`src/rtl/seg_display_scheduler_pkg.sv`:
```
// Shared types and constants for the two-digit 7-segment refresh scheduler.
// Glyphs are {G,F,E,D,C,B,A}, active-high.
package seg_display_scheduler_pkg;

  localparam int SEG_W   = 7;
  localparam int DIGIT_W = 4;

  typedef enum logic [2:0] {
    OFF,
    SHOW_LSD,
    BLANK_L,
    SHOW_MSD,
    BLANK_M
  } state_e;

  localparam logic DIG_SEL_LSD = 1'b0;
  localparam logic DIG_SEL_MSD = 1'b1;

  localparam logic [SEG_W-1:0] GLYPH_0 = 7'b0111111;
  localparam logic [SEG_W-1:0] GLYPH_1 = 7'b0000110;
  localparam logic [SEG_W-1:0] GLYPH_2 = 7'b1011011;
  localparam logic [SEG_W-1:0] GLYPH_3 = 7'b1001111;
  localparam logic [SEG_W-1:0] GLYPH_4 = 7'b1100110;
  localparam logic [SEG_W-1:0] GLYPH_5 = 7'b1101101;
  localparam logic [SEG_W-1:0] GLYPH_6 = 7'b1111101;
  localparam logic [SEG_W-1:0] GLYPH_7 = 7'b0000111;
  localparam logic [SEG_W-1:0] GLYPH_8 = 7'b1111111;
  localparam logic [SEG_W-1:0] GLYPH_9 = 7'b1101111;
  localparam logic [SEG_W-1:0] GLYPH_A = 7'b1110111;
  localparam logic [SEG_W-1:0] GLYPH_B = 7'b1111100;
  localparam logic [SEG_W-1:0] GLYPH_C = 7'b0111001;
  localparam logic [SEG_W-1:0] GLYPH_D = 7'b1011110;
  localparam logic [SEG_W-1:0] GLYPH_E = 7'b1111001;
  localparam logic [SEG_W-1:0] GLYPH_F = 7'b1110001;

endpackage

```
`src/rtl/seg_display_scheduler_if.sv`:
```
// Valid/ready digit-pair handshake between the application and the scheduler.
interface seg_display_scheduler_if;

  logic                                        value_valid;
  logic                                        value_ready;
  logic [seg_display_scheduler_pkg::DIGIT_W-1:0] msd;
  logic [seg_display_scheduler_pkg::DIGIT_W-1:0] lsd;

  modport master (output value_valid, output msd, output lsd, input value_ready);
  modport slave  (input value_valid, input msd, input lsd, output value_ready);

endinterface

```
`src/rtl/seg_display_scheduler_glyph_rom.sv`:
```
// Combinational hex digit to 7-segment glyph decode.
module seg_glyph_rom
  import seg_display_scheduler_pkg::*;
(
  input  logic [DIGIT_W-1:0] digit,
  output logic [SEG_W-1:0]   seg
);

  always_comb begin
    seg = '0;
    case (digit)
      4'h0: seg = GLYPH_0;
      4'h1: seg = GLYPH_1;
      4'h2: seg = GLYPH_2;
      4'h3: seg = GLYPH_3;
      4'h4: seg = GLYPH_4;
      4'h5: seg = GLYPH_5;
      4'h6: seg = GLYPH_6;
      4'h7: seg = GLYPH_7;
      4'h8: seg = GLYPH_8;
      4'h9: seg = GLYPH_9;
      4'hA: seg = GLYPH_A;
      4'hB: seg = GLYPH_B;
      4'hC: seg = GLYPH_C;
      4'hD: seg = GLYPH_D;
      4'hE: seg = GLYPH_E;
      default: seg = GLYPH_F;
    endcase
  end

endmodule

```
`src/rtl/seg_display_scheduler.sv`:
```
// Two-digit 7-segment refresh scheduler with double-buffered digits and
// blanking dead-time around each digit swap.
module seg_display_scheduler
  import seg_display_scheduler_pkg::*;
#(
  parameter int REFRESH_DIV  = 4096,
  parameter int BLANK_CYCLES = 64
) (
  input  logic                  clk_i,
  input  logic                  rst_ni,
  input  logic                  enable_i,
  input  logic                  lzb_en_i,
  seg_display_scheduler_if.slave value_if,
  output logic [SEG_W-1:0]      seg_o,
  output logic                  dig_sel_o,
  output logic                  frame_o
);

  localparam int MAX_CYC = (REFRESH_DIV > BLANK_CYCLES) ? REFRESH_DIV : BLANK_CYCLES;
  localparam int TIMER_W = $clog2(MAX_CYC + 1);
  localparam logic [TIMER_W-1:0] SHOW_LOAD  = TIMER_W'(REFRESH_DIV - 1);
  localparam logic [TIMER_W-1:0] BLANK_LOAD = (BLANK_CYCLES > 0) ? TIMER_W'(BLANK_CYCLES - 1) : '0;
  localparam bit HAS_BLANK = (BLANK_CYCLES > 0);

  state_e               state_q, state_d;
  logic [TIMER_W-1:0]   timer_q, timer_d;
  logic [DIGIT_W-1:0]   act_msd_q, act_lsd_q, act_msd_d, act_lsd_d;
  logic [DIGIT_W-1:0]   pend_msd_q, pend_lsd_q;
  logic                 pend_full_q;
  logic                 frame_edge, drain, take;
  logic [DIGIT_W-1:0]   rom_digit;
  logic [SEG_W-1:0]     rom_seg, seg_d;
  logic                 dig_sel_d;

  // The timer counts down the remaining cycles of the current phase.
  always_comb begin
    state_d = state_q;
    if (!enable_i) begin
      state_d = OFF;
    end else begin
      case (state_q)
        OFF:      state_d = SHOW_LSD;
        SHOW_LSD: if (timer_q == '0) state_d = HAS_BLANK ? BLANK_L : SHOW_MSD;
        BLANK_L:  if (timer_q == '0) state_d = SHOW_MSD;
        SHOW_MSD: if (timer_q == '0) state_d = HAS_BLANK ? BLANK_M : SHOW_LSD;
        BLANK_M:  if (timer_q == '0) state_d = SHOW_LSD;
        default:  state_d = OFF;
      endcase
    end

    timer_d = timer_q;
    if (state_d != state_q) begin
      case (state_d)
        SHOW_LSD, SHOW_MSD: timer_d = SHOW_LOAD;
        BLANK_L, BLANK_M:   timer_d = BLANK_LOAD;
        default:            timer_d = '0;
      endcase
    end else if (timer_q != '0) begin
      timer_d = timer_q - TIMER_W'(1);
    end
  end

  assign frame_edge           = (state_d == SHOW_LSD) && (state_q != SHOW_LSD);
  assign drain                = pend_full_q && (frame_edge || (state_q == OFF));
  assign take                 = value_if.value_valid && !pend_full_q;
  assign value_if.value_ready = !pend_full_q;

  assign act_msd_d = drain ? pend_msd_q : act_msd_q;
  assign act_lsd_d = drain ? pend_lsd_q : act_lsd_q;

  // Outputs are decoded from next-state values so they register with the state.
  assign rom_digit = (state_d == SHOW_MSD) ? act_msd_d : act_lsd_d;

  seg_glyph_rom u_glyph_rom (
    .digit (rom_digit),
    .seg   (rom_seg)
  );

  always_comb begin
    seg_d     = '0;
    dig_sel_d = DIG_SEL_LSD;
    case (state_d)
      SHOW_LSD: seg_d = rom_seg;
      SHOW_MSD: begin
        seg_d     = (lzb_en_i && (act_msd_d == '0)) ? '0 : rom_seg;
        dig_sel_d = DIG_SEL_MSD;
      end
      BLANK_M:  dig_sel_d = DIG_SEL_MSD;
      default:  ;
    endcase
  end

  always_ff @(posedge clk_i or negedge rst_ni) begin
    if (!rst_ni) begin
      state_q     <= OFF;
      timer_q     <= '0;
      act_msd_q   <= '0;
      act_lsd_q   <= '0;
      pend_msd_q  <= '0;
      pend_lsd_q  <= '0;
      pend_full_q <= 1'b0;
      seg_o       <= '0;
      dig_sel_o   <= DIG_SEL_LSD;
      frame_o     <= 1'b0;
    end else begin
      state_q   <= state_d;
      timer_q   <= timer_d;
      act_msd_q <= act_msd_d;
      act_lsd_q <= act_lsd_d;
      if (take) begin
        pend_msd_q  <= value_if.msd;
        pend_lsd_q  <= value_if.lsd;
        pend_full_q <= 1'b1;
      end else if (drain) begin
        pend_full_q <= 1'b0;
      end
      seg_o     <= seg_d;
      dig_sel_o <= dig_sel_d;
      frame_o   <= frame_edge;
    end
  end

endmodule

```
`src/flat_wrapper.sv`:
```
// flat-port wrapper written by rule: the top's interface ports become plain ports
module seg_display_scheduler_flat import seg_display_scheduler_pkg::*;
#(
  parameter int REFRESH_DIV  = 4096,
  parameter int BLANK_CYCLES = 64
)
  (clk_i, rst_ni, enable_i, lzb_en_i, seg_o, dig_sel_o, frame_o, value_if_value_valid, value_if_msd, value_if_lsd, value_if_value_ready);
  seg_display_scheduler_if value_if_i ();
  input  logic clk_i;
  input  logic rst_ni;
  input  logic enable_i;
  input  logic lzb_en_i;
  output logic [SEG_W-1:0] seg_o;
  output logic dig_sel_o;
  output logic frame_o;
  input wire logic [$bits(value_if_i.value_valid)-1:0] value_if_value_valid;
  input wire logic [$bits(value_if_i.msd)-1:0] value_if_msd;
  input wire logic [$bits(value_if_i.lsd)-1:0] value_if_lsd;
  output wire logic [$bits(value_if_i.value_ready)-1:0] value_if_value_ready;
  assign value_if_i.value_valid = value_if_value_valid;
  assign value_if_i.msd = value_if_msd;
  assign value_if_i.lsd = value_if_lsd;
  assign value_if_value_ready = value_if_i.value_ready;
  seg_display_scheduler #(.REFRESH_DIV(REFRESH_DIV), .BLANK_CYCLES(BLANK_CYCLES)) u_core (.clk_i(clk_i), .rst_ni(rst_ni), .enable_i(enable_i), .lzb_en_i(lzb_en_i), .value_if(value_if_i), .seg_o(seg_o), .dig_sel_o(dig_sel_o), .frame_o(frame_o));
endmodule
```
`config.mk`:
```
export PLATFORM = sky130hd
export DESIGN_NAME = seg_display_scheduler_flat
export DESIGN_NICKNAME = d
export VERILOG_FILES = /design/src/rtl/seg_display_scheduler_pkg.sv /design/src/rtl/seg_display_scheduler_if.sv /design/src/rtl/seg_display_scheduler_glyph_rom.sv /design/src/rtl/seg_display_scheduler.sv /design/src/flat_wrapper.sv
export SDC_FILE = /design/constraint.sdc
export NUM_CORES = 1
export LEC_CHECK = 0
export BUFFER_PORTS_ARGS = -buffer_cell sky130_fd_sc_hd__buf_2
export CORE_MARGIN = 10
export CORE_UTILIZATION = 50
export CTS_BUF_LIST = sky130_fd_sc_hd__clkbuf_8
export CTS_CLUSTER_SIZE = 16
export DETAILED_ROUTE_END_ITERATION = 10
export PLACE_DENSITY_LB_ADDON = 0.05
export SLEW_MARGIN = 20
export SYNTH_ARGS = -nofsm -noshare
export SYNTH_HDL_FRONTEND = slang
export SYNTH_SLANG_ARGS = --single-unit
```
`constraint.sdc`:
```
create_clock -name clk_i -period 9.4 [get_ports clk_i]
set_input_delay 0.47 -clock clk_i [delete_from_list [all_inputs] [get_ports clk_i]]
set_output_delay 0.47 -clock clk_i [all_outputs]
set_load 0.005 [all_outputs]
```
==> results of run 1 <==
-- per-stage QoR --
step,setup WS [ns],instance area (um^2)
global route,4.849,2715
detailed placement,5.216,2620
global placement,5.382,2620
floorplan,5.979,2480
CTS,5.186,2715
finish,5.180,2715
-- worst max-delay path by stage --
stage | start | to | slack [ns] | cells after the start
after floorplan | u_core.timer_q[0] | u_core.seg_o[0] | 5.98 | 15
after global placement | u_core.timer_q[0] | u_core.seg_o[0] | 5.38 | 14
after detailed placement | u_core.timer_q[0] | u_core.seg_o[0] | 5.22 | 14
after CTS | u_core.timer_q[0] | u_core.seg_o[0] | 5.19 | 14
after global routing | u_core.timer_q[0] | u_core.seg_o[0] | 4.85 | 14
final | u_core.timer_q[0] | u_core.seg_o[0] | 5.18 | 14
-- sequential cells by signal (all words and copies together) (netlist names) --
| name | flops |
|---|---|
| u_core.pend_msd_q | 4 |
| u_core.state_q | 3 |
| u_core.timer_q | 13 |
| u_core.frame_o | 1 |
| u_core.act_msd_q | 4 |
| u_core.act_lsd_q | 4 |
| u_core.pend_full_q | 1 |
| u_core.dig_sel_o | 1 |
| u_core.seg_o | 7 |
| u_core.pend_lsd_q | 4 |
-- logic make-up after synthesis --
logic type	after synthesis	synth area share, %
AOI/OAI and AO/OA	57	17.46
adders and majority gates	7	3.532
muxes	23	10.75
xor gates and xnor gates	13	4.591
and+or+nand+nor	80	16.55
buffers and inverters	26	4.743
DFF	42	42.38
-- Yosys cell counts, types with 3 or more instances --
library cell and number:
dfrtp_1 42, nand2_1 22, o21ai_0 22, nor2_1 19, inv_1 16, xnor2_1 12, mux2_2 10, a21oi_1 9
mux2i_1 9, ha_1 7, nor3_1 7, clkbuf_1 5, nor4_1 5, a211oi_1 3, a221oi_2 3, nand2b_1 3
nand3_1 3, nor2b_1 3, or3_1 3
-- metal layers --
layer,up-vias,GRT usage [%]
met5,-,0
met4,0,3.316
met3,6,3.159
met2,31,17.49
met1,877,18.53
li1,936,-
-- power by group --
part | switching (mW) | leakage (nW) | internal (mW)
combinational | 0.117 | 0.634 | 0.103
sequential | 0.0342 | 0.511 | 0.225
clock | 0.0612 | 0.0472 | 0.0590
total | 0.213 | 1.19 | 0.387
-- cell usage in the layout, fill, tap and decap left out, drive strengths merged, types with 3 or more instances in the layout --
master	synthesis	layout
a211oi	5	5
a21oi	10	10
a221oi	3	3
buf	4	22
clkbuf	5	6
dfrtp	42	42
ha	7	7
inv	16	16
mux2	13	13
mux2i	9	9
nand2	23	23
nand2b	3	3
nand3	3	3
nor2	19	19
nor2b	4	4
nor3	7	7
nor4	6	6
o21ai	23	23
o31ai	3	3
or3	3	3
xnor2	12	12
-- critical path: cells and delay by family, from the launching register on --
kind                       cells  cell delay, ns
adders and majority gates      2            0.50
DFF                            1            0.42
muxes                          2            0.64
AOI/OAI and AO/OA              5            0.83
and+or+nand+nor                3            1.53
buffers and inverters          2            0.17
-- cell type report --
| class | count | area (um^2) | share of cell area (%) |
|---|---|---|---|
| clock buffers | 6 | 82.58 | 3.041 |
| flip-flops and latches | 42 | 1051 | 38.71 |
| well taps | 67 | 83.83 | 3.088 |
| clock inverters | 2 | 12.51 | 0.4608 |
| inverters | 17 | 63.81 | 2.350 |
| multi-input cells | 180 | 1311 | 48.30 |
| repair buffers | 22 | 110.1 | 4.055 |
==> impl_results.md, run 1 <==
* Ys Warns at 0
* DR DRC count at 0
* Final Hold Fails at 0
* Avg WL per Cell at 14.83 um
* Period utilization at 44.90%
* Port Buffers at 22
* Layout Utilization at 57.11%
* Status: finished clean
* DR iter-0 viols at 103
* Met1 WL at 2666 um
* Final Slew Violations at 0
* Fin crit period at 4.220 ns
* Final setup violation count at 0
* Max-Cap Viols at 0
* Nets at 288
* Seq/Total Area, Yosys at 42.38%
* CTS H-tree depth at 2
* Share of cells above drive strength 1 at 21.56%
* Final TNS setup at 0 ns
* Layout Area Growth over Synthesis at 9.485%
* Synth Cell Area at 2480 um^2
* Register clock-pin slew on the reported worst setup and hold paths at 0.08 ns
* Startpoint types: flip-flop
* Metal3 WL at 205 um
* CTS sink count at 42
* Initial antenna violation count at 0
* Max FO, Critical Path at 11
* HPWL Detailed at 3678 um
* Syn nets at 268
* Max Clk Rate at 237.0 MHz
* Area fraction of the dominant cell type after synthesis at 42.38%
* Die Ht at 90.43 um
* Slew HR at 29.20%
* # placed instances at 328
* Final hold slack at 0.3060 ns
* Leakage at 1.191 nW
* Yosys cell types at 56
* Die W at 90.43 um
* Max layer used: met4
* Main synth FF type: dfrtp_1
* IO Pins at 23
* Antenna Cells at 0
* CTS tree: built
* DRT Pass-1 Iters at 4
* Via count at 1,850
* Critical path class: reg2reg
* Tot GR Track Use at 12.56%
* TritonCTS Buffers at 5
* Reg2reg path depth at 14
* Placeable core region at 4755 um^2
* CP Data Arrival Time at 4.38 ns
* Grt ovf at 0
* Pwr Total at 0.5998 mW
* Crit-path slowest cell: nor4_2
* CP required at 9.56 ns
* Cts repair resizes at 0
* Clk Latency, worst-skew pair at 0.29 ns
* Vias per inst at 5.506
* Post-synth top area cell: dfrtp_1
* Ys async rst share at 100.0%
* Antenna Violating Nets Remaining at 0
* R2r endpoint: u_core.seg_o[0]
* Worst setup EP type: flip-flop
* Syn Inst Count at 248
* Crit-path max cell delay at 0.93 ns
* DR WL met2 at 2063 um
* Clock Skews at 0.004845 ns
* Syn avg cell area at 10.00 um^2
* Starting Density at 52.16%
* Flops & latches, synth at 42
* Number of synthesized flops with an enable pin at 0
* CTS max path bufs at 2
* Vias in the first global route at 1,830
* Hold Buf Count CTS at 0
* Fillers at 459
* Final WL at 4982 um
* First-pass GRT wire length at 8769 um
* Flop2flop setup slack at 5.18 ns
* Die area at 8177 um^2
* RR Startpoint: u_core.timer_q[0]
* Peak supply drop at 125.6 uV
* Fin cells at 336
* Placer congestion estimate at 0.7995
* FP Rows at 25
* Post-CTS Setup Bufs at 0
* PwrDens at 220.9 nW/um^2
* Worst-margin pin slew at 1.053 ns
* Cell Chain, Critical Path: inv_1, ha_1, or3b_2, nor4_2, a21oi_2, mux2_2, inv_1, ha_1, mux2_2, nand2_1, o221ai_1, a21oi_1, a32oi_1, a31oi_1
* Largest net degree at the start of global routing at 43
* Clock Tree Root: clkbuf_8
* Unrepaired setup endpoints after global routing: no
* Worst min-delay path category: in2async
* Synth top area cells: dfrtp_1 42%, mux2_2 4.5%, o21ai_0 4.4%
(Power assumes the default switching activity.)
==> inputs of run 2 (changes only) <==
ABC_AREA = 1   (was unset)
clock period = 3.9 ns   (was 9.4 ns; I/O delays follow)
==> impl_results.md, run 2 <==
* Commonest non-fill, non-tap cell in the layout: nand2_1 (was dfrtp_1)
* Most frequent cell after synthesis: nand2_1 (was dfrtp_1)
* Reg2reg path depth at 21 (was 14)
* HPWL Detailed at 3581 um (was 3678 um)
* Area fraction of the dominant cell type after synthesis at 43.21% (was 42.38%)
* Starting Density at 51.50% (was 52.16%)
* PwrDens at 475.3 nW/um^2 (was 220.9 nW/um^2)
* DR iter-0 viols at 71 (was 103)
* Number of synthesized flops with an enable pin at 0 (unchanged)
* Avg WL per Cell at 12.19 um (was 14.83 um)
* Die area at 8054 um^2 (was 8177 um^2)
* Fin crit period at 2.896 ns (was 4.220 ns)
* Yosys cell types at 30 (was 56)
* Final TNS setup at 0 ns (unchanged)
* Area of the multi-input gates at 1191 um^2 (was 1311 um^2)
* Layout Area Growth over Synthesis at 10.39% (was 9.485%)
* FP Rows at 25 (unchanged)
* Flops & latches, synth at 42 (unchanged)
* Clock Tree Root: clkbuf_8 (unchanged)
* Fillers at 447 (was 459)
* Main synth FF type: dfrtp_1 (unchanged)
* Port Buffers at 22 (unchanged)
* Largest net degree at the start of global routing at 43 (unchanged)
* Placer congestion estimate at 0.8687 (was 0.7995)
* Commonest cells after routing, fill and taps aside: 50 x nand2_1, 42 x dfrtp_1, 34 x inv_1, 34 x nor2_1, 25 x nand3_1 (was 42 x dfrtp_1, 22 x nand2_1, 22 x o21ai_0, 22 x buf_2, 19 x nor2_1)
* Register clock-pin slew on the reported worst setup and hold paths at 0.08 ns (about the same)
* Die W at 89.75 um (was 90.43 um)
* Slew HR at 40.36% (was 29.20%)
* Crit-path max cell delay at 0.37 ns (was 0.93 ns)
* Antenna Cells at 0 (unchanged)
* Syn Inst Count at 292 (was 248)
* WP buf/inv at 3 (was 2)
* Share of cells above drive strength 1 at 25.79% (was 21.56%)
* Worst setup EP type: flip-flop (unchanged)
* Clk Latency, worst-skew pair at 0.30 ns (was 0.29 ns)
* Ys Warns at 0 (unchanged)
* TritonCTS Buffers at 5 (unchanged)
* Final setup violation count at 0 (unchanged)
* Startpoint types: flip-flop (unchanged)
* DR DRC count at 0 (unchanged)
* CP required at 4.13 ns (was 9.56 ns)
* Final Hold Fails at 0 (unchanged)
* Post-CTS Setup Bufs at 0 (unchanged)
* Max-Cap Viols at 0 (unchanged)
* Final WL at 4693 um (was 4982 um)
* Largest regs: u_core.timer_q: 13 flops, u_core.seg_o: 7 flops (unchanged)
* IO Pins at 23 (unchanged)
* CTS sink count at 42 (unchanged)
* Synth Cell Area at 2432 um^2 (was 2480 um^2)
* Tot GR Track Use at 11.93% (was 12.56%)
* Crit-path slowest cell: dfrtp_1 (was nor4_2)
* Die Ht at 89.75 um (was 90.43 um)
* CP Data Arrival Time at 3.13 ns (was 4.38 ns)
* Period utilization at 74.25% (was 44.90%)
* Grt ovf at 0 (unchanged)
* Cts repair resizes at 0 (unchanged)
* Synth top area cells: dfrtp_1 43%, nand2_1 7.7%, inv_1 5.2% (was dfrtp_1 42%, mux2_2 4.5%, o21ai_0 4.4%)
* Worst min-delay path category: in2async (unchanged)
* Cell Chain, Critical Path: inv_1, ha_1, nand3_2, nor2_4, nand2_2, nand2_2, nand3_4, nor2_8, nand3_4, nand2_4, nand2_4, nand2_1, nand3_1, nand2_2, inv_1, ha_1, inv_1, nand3_1, nand3_1, nand2_1, nor2_1 (was inv_1, ha_1, or3b_2, nor4_2, a21oi_2, mux2_2, inv_1, ha_1, mux2_2, nand2_1, o221ai_1, a21oi_1, a32oi_1, a31oi_1)
* Critical path depth at 21 (was 14)
* Place WS at 1.011 ns (was 5.216 ns)
* Max reg flops at 13 (unchanged)
* Placeable core region at 4723 um^2 (was 4755 um^2)
* Post-synth top cells: 50 x nand2_1, 42 x dfrtp_1, 34 x inv_1, 34 x nor2_1, 25 x nand3_1 (was 42 x dfrtp_1, 22 x nand2_1, 22 x o21ai_0)
* Seq/Total Area, Yosys at 43.21% (was 42.38%)
* Crit path max-delay family: simple AND/OR/NAND/NOR gates (unchanged)
* Max FO, Critical Path at 12 (was 11)
* Max Clk Rate at 345.3 MHz (was 237.0 MHz)
* Via count at 1,896 (was 1,850)
* Antenna Violating Nets Remaining at 0 (unchanged)
* Clock Skews at 0.006124 ns (was 0.004845 ns)
* Vias in the first global route at 1,770 (was 1,830)
* Hold Buf Count CTS at 0 (unchanged)
* Vias per inst at 4.925 (was 5.506)
* CTS tree: built (unchanged)
* Worst-margin pin slew at 0.8946 ns (was 1.053 ns)
* First-pass GRT wire length at 8204 um (was 8769 um)
* Critical path class: reg2reg (unchanged)
* Initial antenna violation count at 0 (unchanged)
* Final setup margin at 1.004 ns (was 5.180 ns)
* Syn avg cell area at 8.330 um^2 (was 10.00 um^2)
* Nets at 337 (was 288)
* Leakage at 1.395 nW (was 1.191 nW)
* Syn nets at 312 (was 268)
* Unrepaired setup endpoints after global routing: no (unchanged)
* CTS max path bufs at 2 (unchanged)
* Final Slew Violations at 0 (unchanged)
* Post-synth top area cell: dfrtp_1 (unchanged)
* Ys async rst share at 100.0% (unchanged)
* Reg with most FFs: u_core.timer_q (unchanged)
* DRT Pass-1 Iters at 4 (unchanged)
* Status: finished clean (unchanged)
* Storage cell area at 1051 um^2 (unchanged)
* Peak supply drop at 246.0 uV (was 125.6 uV)
* CTS H-tree depth at 2 (unchanged)
-- run 2: final cells by class --
| type | instances | area share [%] |
|---|---|---|
| Multi-Input combinational cell | 205 | 44.36 |
| Sequential cell | 42 | 39.14 |
| Inverter | 41 | 5.732 |
| Timing Repair Buffer | 22 | 4.101 |
| Tap cell | 67 | 3.122 |
| Clock buffer | 6 | 3.075 |
| Clock inverter | 2 | 0.4660 |
-- run 2: power breakdown --
group,total [mW],switching (mW),internal (mW)
sequential,0.567,0.0443,0.522
combinational,0.413,0.258,0.156
clock,0.296,0.154,0.142
-- run 2: path summary, 6_finish.rpt --
check	startpoint	endpoint	slack [ns]
worst max-delay path	u_core.timer_q[0]	u_core.seg_o[3]	1.00
worst min-delay path	rst_ni	u_core.timer_q[10]	0.02
worst max register to register	u_core.timer_q[0]	u_core.seg_o[3]	1.00
worst min register to register	u_core.act_lsd_q[1]	u_core.act_lsd_q[1]	0.47
max in group asynchronous	rst_ni	u_core.seg_o[1]	3.32
min in group clk_i	value_if_lsd[3]	u_core.pend_lsd_q[3]	0.12
-- run 2: cell families after synthesis --
logic type	Yosys count	share of synthesized area, %
simple gates	151	33.23
buf+inv	45	7.819
flops	42	43.21
compound gates	38	8.282
fa+ha+maj	7	3.601
mux	6	2.778
xor+xnor	3	1.080
-- run 2: per-layer routing --
layer  up-vias  GRT usage, %  wire length (um)  part of all wire [%]
li1        983             -                 -                     -
met1       860         16.40              2450                    52
met2        45         17.07              1921                    41
met3         8         3.824               246                   5.2
met4         0         4.043                74                   1.6
met5         -             0                 0                     0
-- run 2: metrics by stage --
stage / util (%) / hold slack [ns] / cell area, um^2 / total power, mW / instances
3_5_place_dp: 54.83 / 0.3928 / 2590 / 0.9931 / 377
4_1_cts: 56.85 / 0.07032 / 2685 / 1.292 / 385
3_3_place_gp: 54.83 / 0.3887 / 2590 / 0.9927 / 377
2_1_floorplan: - / -0.1006 / 2432 / 0.8867 / 292
5_1_grt: 56.85 / 0.1067 / 2685 / 1.381 / 385
6_report: 56.85 / 0.01900 / 2685 / 1.276 / 385
